--- config.mk ---
export PLATFORM = sky130hd
export DESIGN_NAME = paddle_controller
export DESIGN_NICKNAME = d
export VERILOG_FILES = /design/src/rtl/vga_pkg.sv /design/src/rtl/pong_pkg.sv /design/src/rtl/paddle_ai_tracker.sv /design/src/rtl/paddle_controller.sv
export SDC_FILE = /design/constraint.sdc
export NUM_CORES = 1
export LEC_CHECK = 0
export BUFFER_PORTS_ARGS = -buffer_cell sky130_fd_sc_hd__buf_2
export CORE_UTILIZATION = 47
export DETAILED_ROUTE_END_ITERATION = 6
export PLACE_DENSITY = 0.82
export SYNTH_ARGS = -nofsm -noshare
export SYNTH_HDL_FRONTEND = slang
export SYNTH_SLANG_ARGS = --single-unit
--- constraint.sdc ---
create_clock -name clk -period 3.3 [get_ports clk]
set_input_delay 0.165 -clock clk [delete_from_list [all_inputs] [get_ports clk]]
set_output_delay 0.165 -clock clk [all_outputs]
set_load 0.02 [all_outputs]
--- src/rtl/vga_pkg.sv ---
// vga_pkg: display geometry shared by the video and game-logic layers.
// Contents: HOR_PIXELS, VER_PIXELS for the 1024x768 raster.
package vga_pkg;
    localparam int HOR_PIXELS = 1024;
    localparam int VER_PIXELS = 768;
endpackage

--- src/rtl/pong_pkg.sv ---
// pong_pkg: game-object geometry and the paddle AI state type, shared by the
// paddle controllers and the ball logic.
package pong_pkg;
    import vga_pkg::*;

    localparam int PAD_HEIGHT   = 145;
    localparam int BALL_SIZE    = 15;
    localparam int X_PAD_L      = 20;
    localparam int X_PAD_R      = HOR_PIXELS - 40;
    localparam int Y_PAD_MAX    = VER_PIXELS - PAD_HEIGHT;
    localparam int Y_PAD_CENTER = (VER_PIXELS - PAD_HEIGHT) / 2;

    typedef enum logic [1:0] {
        IDLE  = 2'd0,
        REACT = 2'd1,
        TRACK = 2'd2
    } paddle_ai_state_t;
endpackage

--- src/rtl/paddle_ai_tracker.sv ---
// paddle_ai_tracker: computer-opponent core. Detects whether the ball is
// approaching this side, delays by REACT_TICKS, then tracks the ball centre.
// Outputs a signed per-tick step; the caller applies it and clamps.
// Ports: clk, rst (sync, active-high), timing_tick, ai_mode, x_ball[10:0],
//        y_ball[9:0], y_pad[9:0] (current paddle top), step[11:0] signed.
//
// state | meaning
// IDLE  | ball receding (or AI off); drift toward the centre position
// REACT | approach seen; paddle frozen while the reaction counter runs down
// TRACK | follow the ball centre outside the dead zone
module paddle_ai_tracker
    import pong_pkg::*;
#(
    parameter int SIDE        = 0,
    parameter int AI_SPEED    = 2,
    parameter int DEAD_ZONE   = 8,
    parameter int REACT_TICKS = 20
) (
    input  logic               clk,
    input  logic               rst,
    input  logic               timing_tick,
    input  logic               ai_mode,
    input  logic [10:0]        x_ball,
    input  logic [9:0]         y_ball,
    input  logic [9:0]         y_pad,
    output logic signed [11:0] step
);
    localparam int CW = (REACT_TICKS > 1) ? $clog2(REACT_TICKS + 1) : 1;
    localparam logic [CW-1:0]     REACT_INIT = CW'(REACT_TICKS);
    localparam logic signed [11:0] AI_SPD    = 12'(AI_SPEED);
    localparam logic signed [11:0] DZ        = 12'(DEAD_ZONE);
    localparam logic signed [11:0] PAD_HALF  = 12'(PAD_HEIGHT / 2);
    localparam logic signed [11:0] BALL_HALF = 12'(BALL_SIZE / 2);
    localparam logic signed [11:0] CENTER_S  = 12'(Y_PAD_CENTER);

    paddle_ai_state_t  state_q, state_d;
    logic [10:0]       x_prev_q, x_prev_d;
    logic              appr_q, appr_d;
    logic [CW-1:0]     cnt_q, cnt_d;
    logic              rise, fall;
    logic signed [11:0] err, abs_err, diff;

    always_comb begin
        appr_d = appr_q;
        if (x_ball > x_prev_q)
            appr_d = (SIDE == 1);
        else if (x_ball < x_prev_q)
            appr_d = (SIDE == 0);
        rise = appr_d & ~appr_q;
        fall = ~appr_d & appr_q;
        x_prev_d = x_ball;
    end

    always_comb begin
        state_d = state_q;
        cnt_d   = cnt_q;
        if (!ai_mode) begin
            state_d = IDLE;
            cnt_d   = '0;
        end else begin
            case (state_q)
                IDLE: begin
                    if (rise) begin
                        state_d = REACT;
                        cnt_d   = REACT_INIT;
                    end
                end
                REACT: begin
                    if (fall) begin
                        state_d = IDLE;
                        cnt_d   = '0;
                    end else begin
                        if (cnt_q != '0)
                            cnt_d = cnt_q - 1'b1;
                        // Counter reaches zero on this tick: start tracking next.
                        if (cnt_q <= CW'(1))
                            state_d = TRACK;
                    end
                end
                TRACK: begin
                    if (fall)
                        state_d = IDLE;
                end
                default: begin
                    state_d = IDLE;
                    cnt_d   = '0;
                end
            endcase
        end
    end

    always_comb begin
        err     = ($signed({2'b00, y_ball}) + BALL_HALF) - ($signed({2'b00, y_pad}) + PAD_HALF);
        abs_err = (err < 0) ? -err : err;
        diff    = '0;
        case (state_q)
            IDLE:    diff = CENTER_S - $signed({2'b00, y_pad});
            TRACK:   diff = (abs_err > DZ) ? err : 12'sd0;
            default: diff = '0;
        endcase
        if (diff > AI_SPD)
            step = AI_SPD;
        else if (diff < -AI_SPD)
            step = -AI_SPD;
        else
            step = diff;
    end

    always_ff @(posedge clk) begin
        if (rst) begin
            state_q  <= IDLE;
            x_prev_q <= '0;
            appr_q   <= 1'b0;
            cnt_q    <= '0;
        end else if (timing_tick) begin
            state_q  <= state_d;
            x_prev_q <= x_prev_d;
            appr_q   <= appr_d;
            cnt_q    <= cnt_d;
        end
    end
endmodule

--- src/rtl/paddle_controller.sv ---
// paddle_controller: per-side paddle position generator. Moves y_pad from the
// player buttons or, when PADDLE_AI_EN is defined and ai_mode=1, from the
// paddle_ai_tracker step. Position is clamped to 0..Y_PAD_MAX.
// Ports: clk, rst (sync, active-high), timing_tick, btn_up, btn_down,
//        ai_mode (PADDLE_AI_EN builds only), x_ball[10:0], y_ball[9:0],
//        y_pad[9:0] (registered paddle top).
// Macro: PADDLE_AI_EN enables the ai_mode port and the AI tracker.
module paddle_controller
    import pong_pkg::*;
#(
    parameter int SIDE        = 0,
    parameter int PAD_SPEED   = 4,
    parameter int AI_SPEED    = 2,
    parameter int DEAD_ZONE   = 8,
    parameter int REACT_TICKS = 20
) (
    input  logic        clk,
    input  logic        rst,
    input  logic        timing_tick,
    input  logic        btn_up,
    input  logic        btn_down,
`ifdef PADDLE_AI_EN
    input  logic        ai_mode,
`endif
    input  logic [10:0] x_ball,
    input  logic [9:0]  y_ball,
    output logic [9:0]  y_pad
);
    localparam logic signed [11:0] PAD_SPD = 12'(PAD_SPEED);
    localparam logic signed [11:0] MAX_S   = 12'(Y_PAD_MAX);
    localparam logic [9:0]         CENTER  = 10'(Y_PAD_CENTER);

    logic [9:0]         y_pad_q, y_pad_d;
    logic signed [11:0] man_step, sel_step, y_sum;

    always_comb begin
        man_step = '0;
        if (btn_up && !btn_down)
            man_step = -PAD_SPD;
        else if (btn_down && !btn_up)
            man_step = PAD_SPD;
    end

`ifdef PADDLE_AI_EN
    logic signed [11:0] ai_step;

    paddle_ai_tracker #(
        .SIDE        (SIDE),
        .AI_SPEED    (AI_SPEED),
        .DEAD_ZONE   (DEAD_ZONE),
        .REACT_TICKS (REACT_TICKS)
    ) u_ai (
        .clk         (clk),
        .rst         (rst),
        .timing_tick (timing_tick),
        .ai_mode     (ai_mode),
        .x_ball      (x_ball),
        .y_ball      (y_ball),
        .y_pad       (y_pad_q),
        .step        (ai_step)
    );

    assign sel_step = ai_mode ? ai_step : man_step;
`else
    // Ball position only feeds the AI; keep the ports but tie them off here.
    logic unused_ball;
    assign unused_ball = ^{x_ball, y_ball};
    assign sel_step    = man_step;
`endif

    always_comb begin
        y_sum   = $signed({2'b00, y_pad_q}) + sel_step;
        y_pad_d = y_pad_q;
        if (timing_tick) begin
            if (y_sum < 0)
                y_pad_d = '0;
            else if (y_sum > MAX_S)
                y_pad_d = MAX_S[9:0];
            else
                y_pad_d = y_sum[9:0];
        end
    end

    always_ff @(posedge clk) begin
        if (rst)
            y_pad_q <= CENTER;
        else
            y_pad_q <= y_pad_d;
    end

    assign y_pad = y_pad_q;
endmodule

# Word-level counts from Yosys, hierarchy flattened
# Index checks and enable logic that the tools add are counted.
totals:
  regBits: 10
  elab_cells: 12
op_classes:
  addsub: 1
  magnitude_cmp: 2
  n_mux: 4
  reduce_logical: 4
op_table:
  columns: ["op", "n"]
  rows:
  - ["2-to-1 mux 10 bit", 2]
  - ["adder 11 x 12 -> 12 bit", 1]
  - ["> comparator 12 x 11 -> 1 bit, second input constant", 1]
  - ["< comparator 12 x 1 -> 1 bit, second input constant", 1]
  - ["2-to-1 mux 12 bit", 1]
  - ["2-to-1 mux 3 bit", 1]
  - ["logical AND 1 bit", 2]
  - ["logical NOT 1 bit", 2]

# Longest topological paths before layout
depth:
  depth_word: 8
  depth_mapped: 13
  depth_no_buf: 12

# Least setup slack after synthesis
# OpenSTA, ideal clock, no wires.
synth_path:
  kind: "input-to-reg"
  from: "in btn_down"
  to: "reg y_pad_q[4] (netlist: y_pad[4])"
  setup_ns: 0.122
  t_arrival_ns: 2.498
  required_ns: 3.178
  setup_slack_ns: 0.680
  cell_stages: 13
  n_path_buf: 2
  cell_sequence: "inv_1 ha_1 buf_6 buf_2 xor2_1 ha_1 a21boi_2 o22ai_2 o31a_1 o221ai_2 xor2_2 o21bai_4 a221o_1"
synth_between:
  elab_chain_len: 7
  word_cells_on_any_way: 10
  classes_between: "add/sub: 1; order compare: 2; mux: 4; reduce/logical: 3"
synth_rtl:
  columns: ["element", "line", "text"]
  rows:
  - ["start, declared", "paddle_controller.sv:21", "input logic btn_down,"]
  - ["logical AND 1 bit or logical NOT 1 bit (tied branches)", "paddle_controller.sv:40, paddle_controller.sv:38", null]
  - ["2-to-1 mux 3 bit or logical AND 1 bit (tied branches)", "paddle_controller.sv:40, paddle_controller.sv:38", null]
  - ["2-to-1 mux 12 bit *", "paddle_controller.sv:38", "if (btn_up && !btn_down)"]
  - ["adder 11 x 12 -> 12 bit *", "paddle_controller.sv:72", "y_sum = $signed({2'b00, y_pad_q}) + sel_step;"]
  - ["> comparator 12 x 11 -> 1 bit", "paddle_controller.sv:77", "else if (y_sum > MAX_S)"]
  - ["2-to-1 mux 10 bit", "paddle_controller.sv:77", null]
  - ["2-to-1 mux 10 bit *", "paddle_controller.sv:75", "if (y_sum < 0)"]
  - ["end signal, assigned", "paddle_controller.sv:88", "y_pad_q <= y_pad_d;"]
  - ["end, declared", "paddle_controller.sv:33", "logic [9:0] y_pad_q, y_pad_d;"]
# Every way passes the cells marked *; elsewhere a longest branch is shown, timed or not.
# A chain may end at the register's enable or synchronous reset.

# Final worst setup path
layout_path:
  from: "reg y_pad_q[3] (netlist: y_pad[3])"
  to: "reg y_pad_q[4] (netlist: y_pad[4])"
layout_between:
  elab_chain_len: 4
  word_cells_on_any_way: 5
  classes_between: "add/sub: 1; order compare: 2; mux: 2"
layout_rtl:
  columns: ["element", "line"]
  rows:
  - ["adder 11 x 12 -> 12 bit *", "paddle_controller.sv:72"]
  - ["> comparator 12 x 11 -> 1 bit", "paddle_controller.sv:77"]
  - ["2-to-1 mux 10 bit", "paddle_controller.sv:77"]
  - ["2-to-1 mux 10 bit *", "paddle_controller.sv:75"]
# Marked as above.

==> reports/results.txt <==
Clock-pin slew was measured on the worst setup and hold paths at 0.06 ns. At the end of routability-driven placement, the weighted congestion stood at 0.765. The tools report the number of global-route vias before repair as 784.

In the post-synthesis netlist, the biggest area contributors are sky130_fd_sc_hd__dfxtp_1 (18%), sky130_fd_sc_hd__ha_1 (5.1%), sky130_fd_sc_hd__xor2_1 (4.4%). The logs give 0 for the count of warnings emitted by yosys and 3 for the number of buffers added by the clock tree synthesis step. The initial antenna violation count was 0.

In this run, distinct cell masters in the synthesized netlist total 54. Area fraction of the dominant cell type after synthesis: 18.2%. The pin count of the biggest net entering global routing came out at 23. The setup path with the least slack is of type reg -> reg. Worst hold path class: in -> reg. The run gives 0.307 mV as the worst vdd rail ir drop. Prior to clock tree synthesis, the placed netlist has a worst setup slack of 0.579 ns. Among all flip-flop cells after synthesis, the most frequent one is sky130_fd_sc_hd__dfxtp_1. At the later pin of the worst-skew pair, clock insertion delay measures 0.27 ns. The number of setup violations in the final report came out at 0. The xor/xnor share of the synthesized area came out at 8.73%.

The number of port buffers was 14; the max-slew headroom at the worst pin was 67.2%. Traced cell by cell, the critical path runs through xor2_1 > ha_1 > a21boi_2 > o22ai_2 > o31a_1 > o221ai_2 > xor2_2 > o21bai_4 > a221o_1. Including well taps, the total number of placed cells is 151.

For the pin with the worst max-slew slack, the measured transition is 0.491 ns. Summed over all layers, the global routing overflow is 0. Summing all non-filler instances in the final layout gives an area of 1060 um^2.

In this run the cell area of the synthesized design comes to 988 um^2. The synthesized netlist devotes 32.0% of its cell area to compound gates. The main combinational cell family by area after synthesis was compound AO/OA/AOI/OAI gates. Post-CTS repair changed the size of 0 cells. The die covers 2290 um^2.

The effective utilization at floorplan is 50.4%, and the total iterations of the first detailed-routing run is 4. Clock tree synthesis found a total of 9 sinks. The total wire length after detailed routing is 2170 um.

Worst path arrival time: 2.70 ns. Cell type of the slowest stage on the worst timing path: sky130_fd_sc_hd__dfxtp_1. The die is 47.9 um wide. The register with the most flip-flops in the layout has 9 of them. The repair_antennas step left the layout with diodes totalling 0. Setup repair after global routing left no endpoint under its margin.

The register bit total from synthesis works out to 9. Of all nets on the critical path, the largest fanout is 8. TritonCTS built the clock tree. After clock tree synthesis, the flow added hold-fix buffers numbering 0. Summing all placed instances gives a cell area of 1030 um^2. The final critical delay including setup and external delays came out at 2.55 ns.

Cells with a size suffix above 1 make up 23.4% of the layout. The total number of H-tree levels was 1; the area of the core region was 1960 um^2. The critical path contains buffers and inverters numbering 0 combined.

In the global route stage, overall resource usage came out at 21.0%. Max-cap violations in this run came to 0. CTS placed an instance of sky130_fd_sc_hd__clkbuf_4 at the clock tree root. After synthesis, the share of flip-flops with an asynchronous set or reset is 0%. At the worst endpoint, the required time is 3.45 ns. The average detailed-routed wire length per instance came out at 14.0 um. The first global-routing pass estimated 3450 um of wire.

The biggest area contributor in the post-synthesis netlist is sky130_fd_sc_hd__dfxtp_1. The flow ran to the end, and the final reports show no timing, DRC or antenna violations. The number of top-level pins came out at 36.

The die boundary height works out to 47.9 um. The mux cell area share after synthesis was 0%; the final core utilization was 54.0%. For this design the static power due to leakage is 0.415 nW. Dividing the synthesized area by the synthesized cell count gives 8.38 um^2. The worst setup path is launched from a flop. Most common library cell in the layout ignoring fill and taps: sky130_fd_sc_hd__buf_2.

In the final design database the tool counted 159 nets. The largest buffer count on any clock path was 2; the count of endpoints failing hold in the final timing report was 0. The power density normalized to cell area is 427 nW/um^2, and the fraction of the mapped netlist area in adder cells is 5.06%. In this run, synthesis inferred 0 flip-flops with an integrated enable. Final worst setup slack: 0.754 ns. The area growth from synthesis to layout was 7.22%.

The worst setup path is captured at a flop. The largest single stage delay on the critical path is 0.49 ns. The logs give 210 for the fill cell total of the finished layout and 34 for the number of DRC markers in iteration 0. In this run the core area contains 16 standard-cell rows.

The simple-gate portion of the synthesized area came out at 27.7%. After detailed routing, the number of remaining DRC violations is 0. For this run, the top clock speed supported by timing is 0.393 GHz. Number of buffers inserted to repair setup after CTS: 0. The final max-slew violation count is 0. For the final routed database, the setup TNS stands at 0 ns. In the synthesized netlist, the number of instances is 118. For the part of the Yosys area used for sequential elements, the log shows 18.2%.

The worst path uses 77.2% of the clock period. Once detailed placement completed, the half-perimeter wirelength came to 1580 um. The synthesized net count is 148. The library cells used most frequently in the layout, excluding fill and tap cells, are sky130_fd_sc_hd__buf_2 (14), sky130_fd_sc_hd__nor2_1 (9), sky130_fd_sc_hd__dfxtp_1 (9). Between clock sinks in the finished design, the worst skew comes to 0.00317 ns. The detail route stage leaves a number of antenna-violating nets equal to 0. The run gives 0.452 mW as the total power after layout. After detailed routing, the number of vias per cell comes to 6.04. Hold is met by 0.212 ns.

The cell type group with the largest total delay on the critical path is compound AO/OA/AOI/OAI gates. The count of cells in the finished layout, fillers not included, comes to 155. The total number of vias is 936.
-- final cells by class --
cell class	instances	area [um^2]	share of cell area, %
repair buffers	15	77.6	7.32
flip-flops and latches	9	180	17.0
multi-input cells	96	727	68.6
inverters	4	15.0	1.42
well taps	27	33.8	3.19
clock buffers	4	26.3	2.48
-- Yosys cell counts (2+ instances only) --
master                     number
sky130_fd_sc_hd__a211oi_1       2
sky130_fd_sc_hd__a21oi_1        5
sky130_fd_sc_hd__a311oi_1       2
sky130_fd_sc_hd__a31oi_1        3
sky130_fd_sc_hd__and2_1         2
sky130_fd_sc_hd__buf_2          2
sky130_fd_sc_hd__buf_4          2
sky130_fd_sc_hd__buf_6          3
sky130_fd_sc_hd__clkbuf_1       2
sky130_fd_sc_hd__dfxtp_1        9
sky130_fd_sc_hd__ha_1           4
sky130_fd_sc_hd__inv_1          4
sky130_fd_sc_hd__nand2_1        6
sky130_fd_sc_hd__nand2b_1       4
sky130_fd_sc_hd__nand3_1        3
sky130_fd_sc_hd__nor2_1         9
sky130_fd_sc_hd__nor2b_1        5
sky130_fd_sc_hd__nor3_1         2
sky130_fd_sc_hd__nor4b_1        2
sky130_fd_sc_hd__o21a_1         2
sky130_fd_sc_hd__o21ai_0        5
sky130_fd_sc_hd__o31a_1         2
sky130_fd_sc_hd__xnor2_1        3
sky130_fd_sc_hd__xor2_1         5
-- power by group --
part | leakage (nW) | internal (mW) | switching (mW)
clock | 0.0150 | 0.0468 | 0.0407
sequential | 0.0745 | 0.123 | 0.0308
combinational | 0.325 | 0.0894 | 0.121
-- worst reg2reg max path: stages, from the launching register on --
cell	delay, ns
sky130_fd_sc_hd__dfxtp_1	0.49
sky130_fd_sc_hd__xor2_1	0.21
sky130_fd_sc_hd__ha_1	0.22
sky130_fd_sc_hd__a21boi_2	0.18
sky130_fd_sc_hd__o22ai_2	0.15
sky130_fd_sc_hd__o31a_1	0.34
sky130_fd_sc_hd__o221ai_2	0.20
sky130_fd_sc_hd__xor2_2	0.23
sky130_fd_sc_hd__o21bai_4	0.13
sky130_fd_sc_hd__a221o_1	0.30
-- layer usage --
metal  vias to the layer above  global-route usage [%]  part of all wire [%]
met5                         -                       0                     0
met4                         0                    7.78                   1.5
met3                         4                    2.64                   3.7
met2                        23                    35.4                    50
met1                       453                    27.1                    45
li1                        456                       -                     -
-- final timing paths --
kind         startpoint  endpoint  slack, ns  cells after the start
max            y_pad[3]  y_pad[4]       0.75                      9
min                 rst  y_pad[9]       0.21                      2
max reg2reg    y_pad[3]  y_pad[4]       0.75                      9
min reg2reg    y_pad[0]  y_pad[0]       0.56                      2
-- cell families (layout without fill, tap and decap cells) --
logic type | after synthesis | count (layout)
AO/OA/AOI/OAI | 38 | 38
XOR/XNOR | 9 | 9
adder cells (fa/ha/maj) | 4 | 4
buffers and inverters | 13 | 23
flip-flops | 9 | 9
AND/OR/NAND/NOR | 45 | 45
(Power assumes the default switching activity.)
